### src/rtl/im_loader.sv
// im_loader: framed UART byte stream (sync, len, big-endian words, xor csum) to instruction-memory word writes, holding the CPU in reset while loading
module im_loader #(
  parameter int          ADDR_W      = 10,
  parameter int          TIMEOUT_CYC = 100000,
  parameter logic [7:0]  SYNC_BYTE   = 8'hA5
) (
  input  logic              clk,
  input  logic              rst_n,
  input  logic              rx_valid,
  input  logic [7:0]        rx_data,
  output logic              im_we,
  output logic [ADDR_W-1:0] im_addr,
  output logic [31:0]       im_wdata,
  output logic              cpu_hold,
  output logic              load_done,
  output logic              load_ok,
  output logic              load_err,
  output logic [ADDR_W:0]   words_loaded
);
  localparam logic [2:0] S_IDLE = 3'd0, S_LHI = 3'd1, S_LLO = 3'd2, S_DATA = 3'd3, S_CSUM = 3'd4, S_ERR = 3'd5;
  localparam int TW = $clog2(TIMEOUT_CYC + 1);
  logic [2:0]    st;
  logic [7:0]    len_hi;
  logic [ADDR_W:0] n;
  logic [1:0]    bidx;
  logic [23:0]   wsh;
  logic [7:0]    csum;
  logic [TW-1:0] tcnt;
  logic [15:0]   len;
  logic          len_bad, active, last_word, timeout;
  assign len       = {len_hi, rx_data};
  assign len_bad   = len == 16'd0 || 32'(len) > (32'd1 << ADDR_W);
  assign active    = st == S_LHI || st == S_LLO || st == S_DATA || st == S_CSUM;
  assign last_word = words_loaded + (ADDR_W+1)'(1) == n;
  assign timeout   = !rx_valid && active && tcnt == TW'(TIMEOUT_CYC - 1);
  always_ff @(posedge clk or negedge rst_n) begin
    if (!rst_n) begin
      st           <= S_IDLE;
      len_hi       <= '0;
      n            <= '0;
      bidx         <= '0;
      wsh          <= '0;
      csum         <= '0;
      tcnt         <= '0;
      im_we        <= 1'b0;
      im_addr      <= '0;
      im_wdata     <= '0;
      cpu_hold     <= 1'b0;
      load_done    <= 1'b0;
      load_ok      <= 1'b0;
      load_err     <= 1'b0;
      words_loaded <= '0;
    end else begin
      im_we     <= 1'b0;
      load_done <= 1'b0;
      tcnt      <= rx_valid ? '0 : active ? tcnt + TW'(1) : tcnt;
      if (timeout) begin
        st       <= S_ERR;
        load_err <= 1'b1;
      end else if (rx_valid) begin
        case (st)
          S_IDLE, S_ERR:
            if (rx_data == SYNC_BYTE) begin
              st           <= S_LHI;
              load_ok      <= 1'b0;
              load_err     <= 1'b0;
              words_loaded <= '0;
              csum         <= '0;
              bidx         <= '0;
              im_addr      <= '0;
              cpu_hold     <= 1'b1;
            end
          S_LHI: begin
            len_hi <= rx_data;
            st     <= S_LLO;
          end
          S_LLO: begin
            n        <= len[ADDR_W:0];
            st       <= len_bad ? S_ERR : S_DATA;
            load_err <= len_bad;
          end
          S_DATA: begin
            csum <= csum ^ rx_data;
            wsh  <= {wsh[15:0], rx_data};
            bidx <= bidx + 2'd1;
            if (bidx == 2'd3) begin
              im_we        <= 1'b1;
              im_wdata     <= {wsh, rx_data};
              im_addr      <= words_loaded[ADDR_W-1:0];
              words_loaded <= words_loaded + (ADDR_W+1)'(1);
              if (last_word) st <= S_CSUM;
            end
          end
          S_CSUM:
            if (rx_data == csum) begin
              st        <= S_IDLE;
              load_done <= 1'b1;
              load_ok   <= 1'b1;
              cpu_hold  <= 1'b0;
            end else begin
              st       <= S_ERR;
              load_err <= 1'b1;
            end
          default: st <= S_IDLE;
        endcase
      end
    end
  end
endmodule

### config.mk
export PLATFORM = sky130hd
export DESIGN_NAME = im_loader
export DESIGN_NICKNAME = d
export VERILOG_FILES = /design/src/rtl/im_loader.sv
export SDC_FILE = /design/constraint.sdc
export NUM_CORES = 1
export LEC_CHECK = 0
export ABC_CLOCK_PERIOD_IN_PS = 5550
export CORE_MARGIN = 1
export CORE_UTILIZATION = 55
export DETAILED_ROUTE_END_ITERATION = 16
export PLACE_DENSITY = 0.78
export SYNTH_ARGS = -nofsm -noshare
export SYNTH_HDL_FRONTEND = slang
export SYNTH_SLANG_ARGS = --single-unit
### constraint.sdc
create_clock -name clk -period 5.55 [get_ports clk]
set_input_delay 0.8325 -clock clk [delete_from_list [all_inputs] [get_ports clk]]
set_output_delay 0.8325 -clock clk [all_outputs]
set_load 0.005 [all_outputs]
==> run summary, run 1 <==
The run finished with clean final reports. After clock tree synthesis, the clock-pin slew on the worst setup and hold paths is 0.06 ns. The proportion of power drawn by flip-flops and latches was 41.5%; the fraction of layout cells with a size suffix above 1 was 9.732%. For the maximum level of the CTS H-tree, the log shows 4. The internal power of the cells totals 2.422 mW.

Measured along the y axis, the die boundary spans 106.9 µm. Kind of path behind the tightest hold check: in -> async. Headroom to the max-slew limit came out at 15.20%.

The cell count after synthesis came out at 644. The via count of the first global-routing pass is 4725, and the layout filler cell count is 797. The most used standard cell by instance count after synthesis is nand2_1.

The fraction of the cycle the final worst path needs was 57.64%. Cell with the biggest individual delay on the critical path: clkdlybuf4s50_1. The clock network accounts for 33.3% of the total power. The count of flip-flops with a built-in enable after synthesis was 0. In this run the power density over the cells is 476.6 mW/mm². Once detail routing completed, the nets flagged for antenna violations numbered 0.

TritonCTS built the clock tree. Sorting the synthesized cells by area gives the leading types as dfrtp_1, nand2_1, mux2_2, xnor2_1, o21ai_0. The run gives 4 as the number of iterations in the first detailed-routing pass.

The average vias per placed instance works out to 5.714. The tools report the arrival time at the worst endpoint as 3.64 ns. At the pin with the least slew margin, the transition time is 1.269 ns. The floorplan step defined a die boundary enclosing 0.01143 mm². Routability congestion estimate from global placement: 0.8307. The adder and majority gate portion of the synthesized area came out at 0.6198%. Commonest register cell after synthesis: dfrtp_1. After clock tree synthesis, the repair step resized 0 gates.

After detailed routing, the total wire length is 13870 µm. The logs give 0 for the max-cap violation count and 0.52 ns for the insertion delay of the later-clocked pin in the worst-skew pair. No sink is reached through more buffers than the 2 on the longest clock path. Entering global routing, the biggest net connects 72 pins. The core region is 0.01051 mm².

The post-CTS setup buffer count is 0, and the final sum of negative setup slack is 0 ns. The pre-CTS setup slack is 1.840 ns. Yosys mapped the design onto 52 distinct sky130hd cell types. Of the post-synthesis cell area, the part taken by muxes is 3.843%.

The initial standard-cell utilization of the core came out at 57.63%. Shortest clock period the worst path allows after layout: 3.199 ns. The wire length per cell was 16.42 µm. The cell count of the worst reg-to-reg path is 9. The synthesized netlist devotes 9.215% of its cell area to compound gates. Global routing used 26.36% of the available tracks across all layers. In the detailed route, the total length drawn on met2 is 6845 µm.

Registers take 0.003278 mm². In this run, synthesis produced a sequential element count of 131. The critical path's most frequent cell is buf_4.

Averaged over all synthesized cells, the footprint is 9.403 µm². Summed over all layers, the global routing overflow is 0. For this design, the CTS-stage hold fixing added 0 buffers.

After Yosys synthesis, and, or, nand and nor cells account for 23.66% of the synthesized area. The first global-routing pass estimated 23280 µm of wire. Summing the sequential cell areas from Yosys gives 54.13% of the chip area.

The setup clock skew after layout was 0.007924 ns. The final hold violation count is 0, and the fraction of power spent switching nets is 31.23%. During placement, the flow inserted port buffers numbering 68.

For this block, wires on met1 add up to 6133 µm. Setup violations remaining at the end of the flow were counted as 0. Of all flip-flops after synthesis, the portion carrying an async set or reset was 100.0%. Across the VDD grid, the largest voltage drop is 0.3451 mV. The floorplan has 37 rows. The share of synthesized area in the top cell type comes to 54.13%. For this block, the initial DRC count from the detailed router was 356. In the post-route analysis, the smallest setup slack over all paths is 2.351 ns. The share of total power dissipated in combinational logic is 25.2%. The repair_antennas step left the layout with diodes totalling 0. The maximum fanout along the worst path is 47, and the I/O pin count is 69. The data required time at the worst endpoint was 5.99 ns; the net count after synthesis was 658. The tools report the achievable clock frequency as 312.6 MHz. The kind of start point of the critical path was an input pin.

Of the total synthesized cell area, the portion taken by XOR and XNOR cells is 5.207%. The run gives 0 as the number of antenna violations at the first check in global routing. Traced cell by cell, the critical path runs through clkdlybuf4s50_1 > buf_4 > nand2_1 > nor2_2 > buf_4 > nand2_1 > buf_4 > inv_1 > buf_4 > nand3_1 > o21ai_0. Wire segments on met3 add up to 725 µm in the final route.

In the synthesized netlist, the cells that appear most often are nand2_1, dfrtp_1, nor2_1, o21ai_0, clkbuf_1. In this run the clock root is driven by a clkbuf_8. The logs give 0.002576 mm² for the total area of multi-input combinational cells and 131 for the count of clock tree sinks. dfrtp_1 takes more of the synthesized area than any other cell.

The final layout net count was 710. The post-synthesis instance area was 0.006056 mm²; the layout overhead on the synthesized area was 22.02%. Kind of capture point of the worst setup path: a flop. The Yosys warning count is 0, and the peak per-stage delay on the critical path is 0.46 ns.

The design draws 3.522 mW. The number of clock buffers inserted by TritonCTS was 17. The worst setup path is of the in -> reg kind. The remaining design rule violation count is 0. The analysis attributes to cell leakage a power of 3.408 nW. Setup repair after global routing left no endpoint under its margin.

Across all layers, the routed design uses 4828 vias. The max-slew violation count was 0. The half-perimeter wire length of the detailed placement result came out at 8973 µm. The die width was 106.9 µm.

By area, the combinational part of the netlist is dominated by simple AND/OR/NAND/NOR gates. Switching power total: 1.100 mW. After detailed routing, no signal wire sits above met4.
per-stage QoR:
stage          area (µm²)  utilization [%]  std cells  hold WS (ns)
2_1_floorplan        6056                -        644        0.4386
3_3_place_gp         6763            64.35        813        0.4610
3_5_place_dp         6763            64.35        813        0.4590
4_1_cts              7390            70.32        845        0.4579
5_1_grt              7390            70.32        845        0.5001
6_report             7390            70.32        845        0.4373
per-layer routing:
metal / global-route usage, % / up-vias
met5: 0 / -
li1: - / 2275
met4: 7.534 / 0
met2: 41.61 / 146
met3: 6.201 / 17
met1: 36.51 / 2390
area by class of cell:
cell class / instances / share of cell area (%)
Sequential cell: 131 / 44.36
Multi-Input combinational cell: 468 / 34.86
Timing Repair Buffer: 74 / 9.787
Clock buffer: 21 / 6.079
Clock inverter: 11 / 2.404
Tap cell: 136 / 2.303
Inverter: 4 / 0.2032
final timing paths:
check / startpoint / to / slack (ns)
setup / recovery: rx_valid / words_loaded[10] / 2.35
hold / removal: rst_n / tcnt[13] / 0.44
setup reg to reg: st[0] / words_loaded[10] / 2.53
hold reg to reg: im_wdata[28] / im_wdata[28] / 0.47
max in group asynchronous: rst_n / csum[6] / 3.83
min in group clk: im_wdata[28] / im_wdata[28] / 0.47
worst max-delay path, delay by kind of cell:
| family | cells | cell delay [ns] |
|---|---|---|
| simple gates | 4 | 0.43 |
| buf+inv | 6 | 2.16 |
| compound gates | 1 | 0.16 |
cell usage in the layout (no fill, tap or decap), drive strengths merged, types with 6 or more instances in the layout:
master | netlist | final
nor2 | 44 | 44
clkbuf | 24 | 21
nor4 | 7 | 7
a22o | 12 | 12
xnor2 | 23 | 23
and3 | 8 | 8
nand3 | 12 | 12
nand4 | 11 | 11
xor2 | 13 | 13
mux2 | 18 | 18
nor3 | 10 | 10
buf | 17 | 7
clkdlybuf4s50 | 0 | 67
dfrtp | 131 | 131
o21ai | 41 | 41
o31ai | 6 | 6
a21oi | 13 | 13
nand2 | 199 | 199
flip-flops by register name, indices dropped and copies added (netlist names):
| register | cells |
|---|---|
| im_wdata | 32 |
| wsh | 24 |
| tcnt | 17 |
| n | 11 |
| words_loaded | 11 |
| im_addr | 10 |
| csum | 8 |
| len_hi | 8 |
| st | 3 |
| bidx | 2 |
| cpu_hold | 1 |
| im_we | 1 |
| load_done | 1 |
| load_err | 1 |
| load_ok | 1 |
cells by family (layout without fill, tap and decap cells):
| logic type | Yosys count | after routing |
|---|---|---|
| simple gates | 320 | 320 |
| flops | 131 | 131 |
| compound gates | 88 | 88 |
| buf+inv | 45 | 110 |
| xor+xnor | 36 | 36 |
| mux | 21 | 21 |
| fa+ha+maj | 3 | 3 |
power by group through the flow:
stage | Combinational (mW) | Clock [mW] | Sequential, mW
global route | 0.990 | 1.23 | 1.50
global placement | 0.836 | 0 | 1.46
CTS | 0.891 | 1.19 | 1.46
detailed placement | 0.877 | 0 | 1.47
finish | 0.888 | 1.17 | 1.46
floorplan | 0.604 | 0 | 1.40
Note: power is estimated with default switching activity, not from simulation.
==> run 2: changes to the inputs <==
--- a/config.mk
+++ b/config.mk
@@ -5,7 +5,7 @@
 export SDC_FILE = /design/constraint.sdc
 export NUM_CORES = 1
 export LEC_CHECK = 0
-export ABC_CLOCK_PERIOD_IN_PS = 5550
+export ABC_CLOCK_PERIOD_IN_PS = 3100
 export CORE_MARGIN = 1
 export CORE_UTILIZATION = 55
 export DETAILED_ROUTE_END_ITERATION = 16
==> constraint.sdc (replaced) <==
create_clock -name clk -period 3.1 [get_ports clk]
set_input_delay 0.465 -clock clk [delete_from_list [all_inputs] [get_ports clk]]
set_output_delay 0.465 -clock clk [all_outputs]
set_load 0.005 [all_outputs]
==> run 2 against run 1 <==
Net effect: register-to-register slack got worse by 2.0 ns; first-iteration DRC count is 22% higher; clock-buffer cell count shrank 2; worst setup slack got worse by 1.8 ns; largest cell class unchanged; total power increased by 85%; die area did not move; critical path depth down 4; core utilization is 1.3 points higher.
==> run summary, run 2 (same netlist as run 1, synthesis figures left out) <==
The number of iterations in the first detailed-routing pass came out at 5 (+1). The tools report the switching power total as 2.006 mW (+82%). In this run the worst hold path is classified as reg -> reg.

The tools report the via count of the first global-routing pass as 5132 (+8.6%). The cell with the biggest individual delay on the critical path is dfrtp_1. The logs give 0 (unchanged) for the count of antenna-violating nets left after detailed routing and 0.003278 mm² (unchanged) for the register area.

The minimum setup slack among reg-to-reg paths was 0.50 ns (-2.03 ns); the I/O pin count was 69 (unchanged). The instance count along the most critical hold path was 2. The cell count of the worst reg-to-reg path works out to 7 (-2). For the arrival time at the worst endpoint, the log shows 3.03 ns (-0.61 ns). The site row count is 37 (unchanged). im_wdata holds more flip-flops than any other register. Buffer levels on the longest clock path: 2 (unchanged).

The setup clock skew after layout was 0.007739 ns (-0.0001847 ns); the slew at the pin closest to its max-slew limit was 0.7643 ns (-0.5042 ns). The post-CTS setup buffer count is 0 (unchanged), and the layout filler cell count is 741 (-7.0%). For the met3 usage in global routing, the log shows 6.505% (+0.30 points). The global routing stage identified its most utilized layer as met2.

The count of buffers inserted at the top-level ports was 68 (unchanged); the leakage power was 3.487 nW (+2.3%). The aggregate global routing overflow is 0 (unchanged), and the placeable core area is 0.01051 mm² (unchanged). The maximum fanout along the worst path is 8 (-83%).

In the final layout, the registers with the most flip-flops are im_wdata x32, wsh x24, tcnt x17. The tools report the final sum of negative setup slack as 0 ns (unchanged). Floorplan die height: 106.9 µm (unchanged). Worst-case headroom to the max-slew limit: 48.58% (+33 points). The routability congestion estimate from global placement is 0.8809 (+6.0%).

The number of endpoints failing setup at the final stage is 0 (unchanged). The die width works out to 106.9 µm (unchanged). The fraction of power spent switching nets was 30.81% (-0.42 points); the power density of the placed cells was 865.6 mW/mm² (+82%). By startpoint and endpoint, the worst setup path is classified as reg -> reg. The max-slew violation count is 0 (unchanged). Average vias per placed instance: 5.863 (+2.6%). The tools report the smallest setup slack after layout as 0.5031 ns (-1.848 ns). Data required time at the worst endpoint: 3.53 ns (-2.46 ns). The met2 usage in global routing is 43.69% (+2.1 points), and the fraction of layout cells with a size suffix above 1 is 11.00% (+1.3 points). The half-perimeter wire length of the detailed placement result is 9217 µm (+2.7%). The overall routing resource usage came out at 28.01% (+1.7 points).

The run gives 0.3757 ns (-1.465 ns) as the pre-CTS setup slack. Walking the worst path, the cells encountered are ha_1 > and4_2 > a21oi_1 > or4b_4 > nor4b_4 > a21o_2 > mux2i_1. Setup repair after global routing left no endpoint under its margin.

The count of clock tree sinks is 131 (unchanged), and the total area of multi-input combinational cells is 0.002576 mm² (unchanged). The library cell used most frequently in the layout, excluding fill and tap cells, is nand2_1. The flip-flop count of the largest register after layout is 32 (unchanged), and the initial standard-cell utilization of the core is 57.63% (unchanged). The routing usage on met1 was 37.68% (+1.2 points); the shortest clock period the worst path allows after layout was 2.597 ns.

The logs give 0 (unchanged) for the max-cap violation count and 14460 µm (+4.2%) for the aggregate routed wire length. The final layout net count came out at 720 (+1.4%). The number of clock buffers inserted by TritonCTS came out at 17 (unchanged). The remaining design rule violation count is 0 (unchanged). The tree is rooted in a clkbuf_8.

The iteration-0 DRC count of the detailed router is 435 (+22%). The internal portion of total power is 4.504 mW (+86%). The logs give 0.6592 mV (+91%) for the worst supply voltage drop on vdd and 5007 (+3.7%) for the total number of vias. Proportion of power drawn by flip-flops and latches: 40.6% (-0.9 points). Floorplan die area: 0.01143 mm² (unchanged). TritonCTS built the clock tree.

Fraction of the cycle the final worst path needs: 83.77%. The final hold violation count came out at 0 (unchanged). Layout overhead on the synthesized area: 24.19%.

Insertion delay of the later-clocked pin in the worst-skew pair: 0.51 ns (about the same). For the achievable clock frequency, the log shows 385.1 MHz. The pin count of the biggest net entering global routing was 62 (-14%). The part of the power in the clock network came out at 34.6% (+1.3 points). The worst setup path is captured at a flop. In the layout the commonest cells are nand2_1, dfrtp_1, clkdlybuf4s50_1. The wire length per cell was 16.93 µm (+3.1%); the combinational cell fraction of total power was 24.8% (-0.4 points). The flow ran to the end, and the final reports show no timing, DRC or antenna violations. The antenna diode count was 0 (unchanged); the global-route wire length before repair was 24830 µm (+6.6%).

The tools report the maximum level of the CTS H-tree as 4 (unchanged). The number of antenna violations at the first check in global routing is 0 (unchanged), and the peak per-stage delay on the critical path is 0.54 ns (+0.08 ns). Kind of start point of the critical path: a flop. The clock-pin slew reported for the worst setup and hold paths after clock tree synthesis works out to 0.06 ns (about the same).
-- run 2: cell count changes in the layout (fill, tap and decap cells not counted) --
cell           previous run  this run
clkbuf_1                  2         0
clkinv_4                  4         2
clkinv_2                  0         1
buf_12                    0         1
dlygate4sd3_1             0         1
clkinvlp_4                3         2
inv_6                     0         1
bufinv_16                 4         6
buf_4                     7        15
-- run 2: final timing paths --
path | start | end
min in group asynchronous | rst_n | tcnt[5]
worst min-delay path | wsh[20] | im_wdata[28]
worst min register to register | wsh[20] | im_wdata[28]
worst max register to register | words_loaded[0] | st[2]
max in group asynchronous | rst_n | wsh[9]
worst max-delay path | words_loaded[0] | st[2]
-- run 2: repair_timing --
item | in CTS | in global routing
endpoints found under the hold margin | 47 | 0
resized for setup | 0 | 0
hold buffers | 1 | 0
-- run 2: power by group through the flow --
stage | Combinational, mW | Clock [mW] | Sequential, mW
3_5_place_dp | 1.58 | 0 | 2.64
6_report | 1.62 | 2.25 | 2.64
4_1_cts | 1.62 | 2.28 | 2.63
2_1_floorplan | 1.08 | 0 | 2.50
3_3_place_gp | 1.51 | 0 | 2.61
5_1_grt | 1.81 | 2.36 | 2.70
-- run 2: final cells by class --
class,instances,area share (%)
clock buffers,19,5.873
inverters,4,0.1996
repair buffers,84,10.81
clock inverters,12,3.011
flip-flops and latches,131,43.59
well taps,136,2.263
multi-input cells,468,34.25
-- run 2: critical path, delay by kind of cell, from the launching register on --
kind,cells,cell delay [ns]
fa+ha+maj,1,0.40
compound gates,2,0.28
simple gates,3,1.12
mux,1,0.18
flops,1,0.54
-- run 2: metal layers --
layer,part of all wire [%],routed length [µm]
met5,0,0
met3,5.4,783
met2,48,6932
met4,2.4,348
met1,44,6392
-- run 2: metrics by stage --
step	hold WS [ns]	instance area [µm²]	total power, mW	std cells	utilization [%]
detailed placement	0.4615	6843	4.223	822	65.11
global placement	0.4576	6843	4.121	822	65.11
finish	0.4771	7521	6.510	854	71.57
CTS	0.4808	7521	6.529	854	71.57
floorplan	0.1694	6056	3.586	644	-
global route	0.4930	7521	6.866	854	71.57
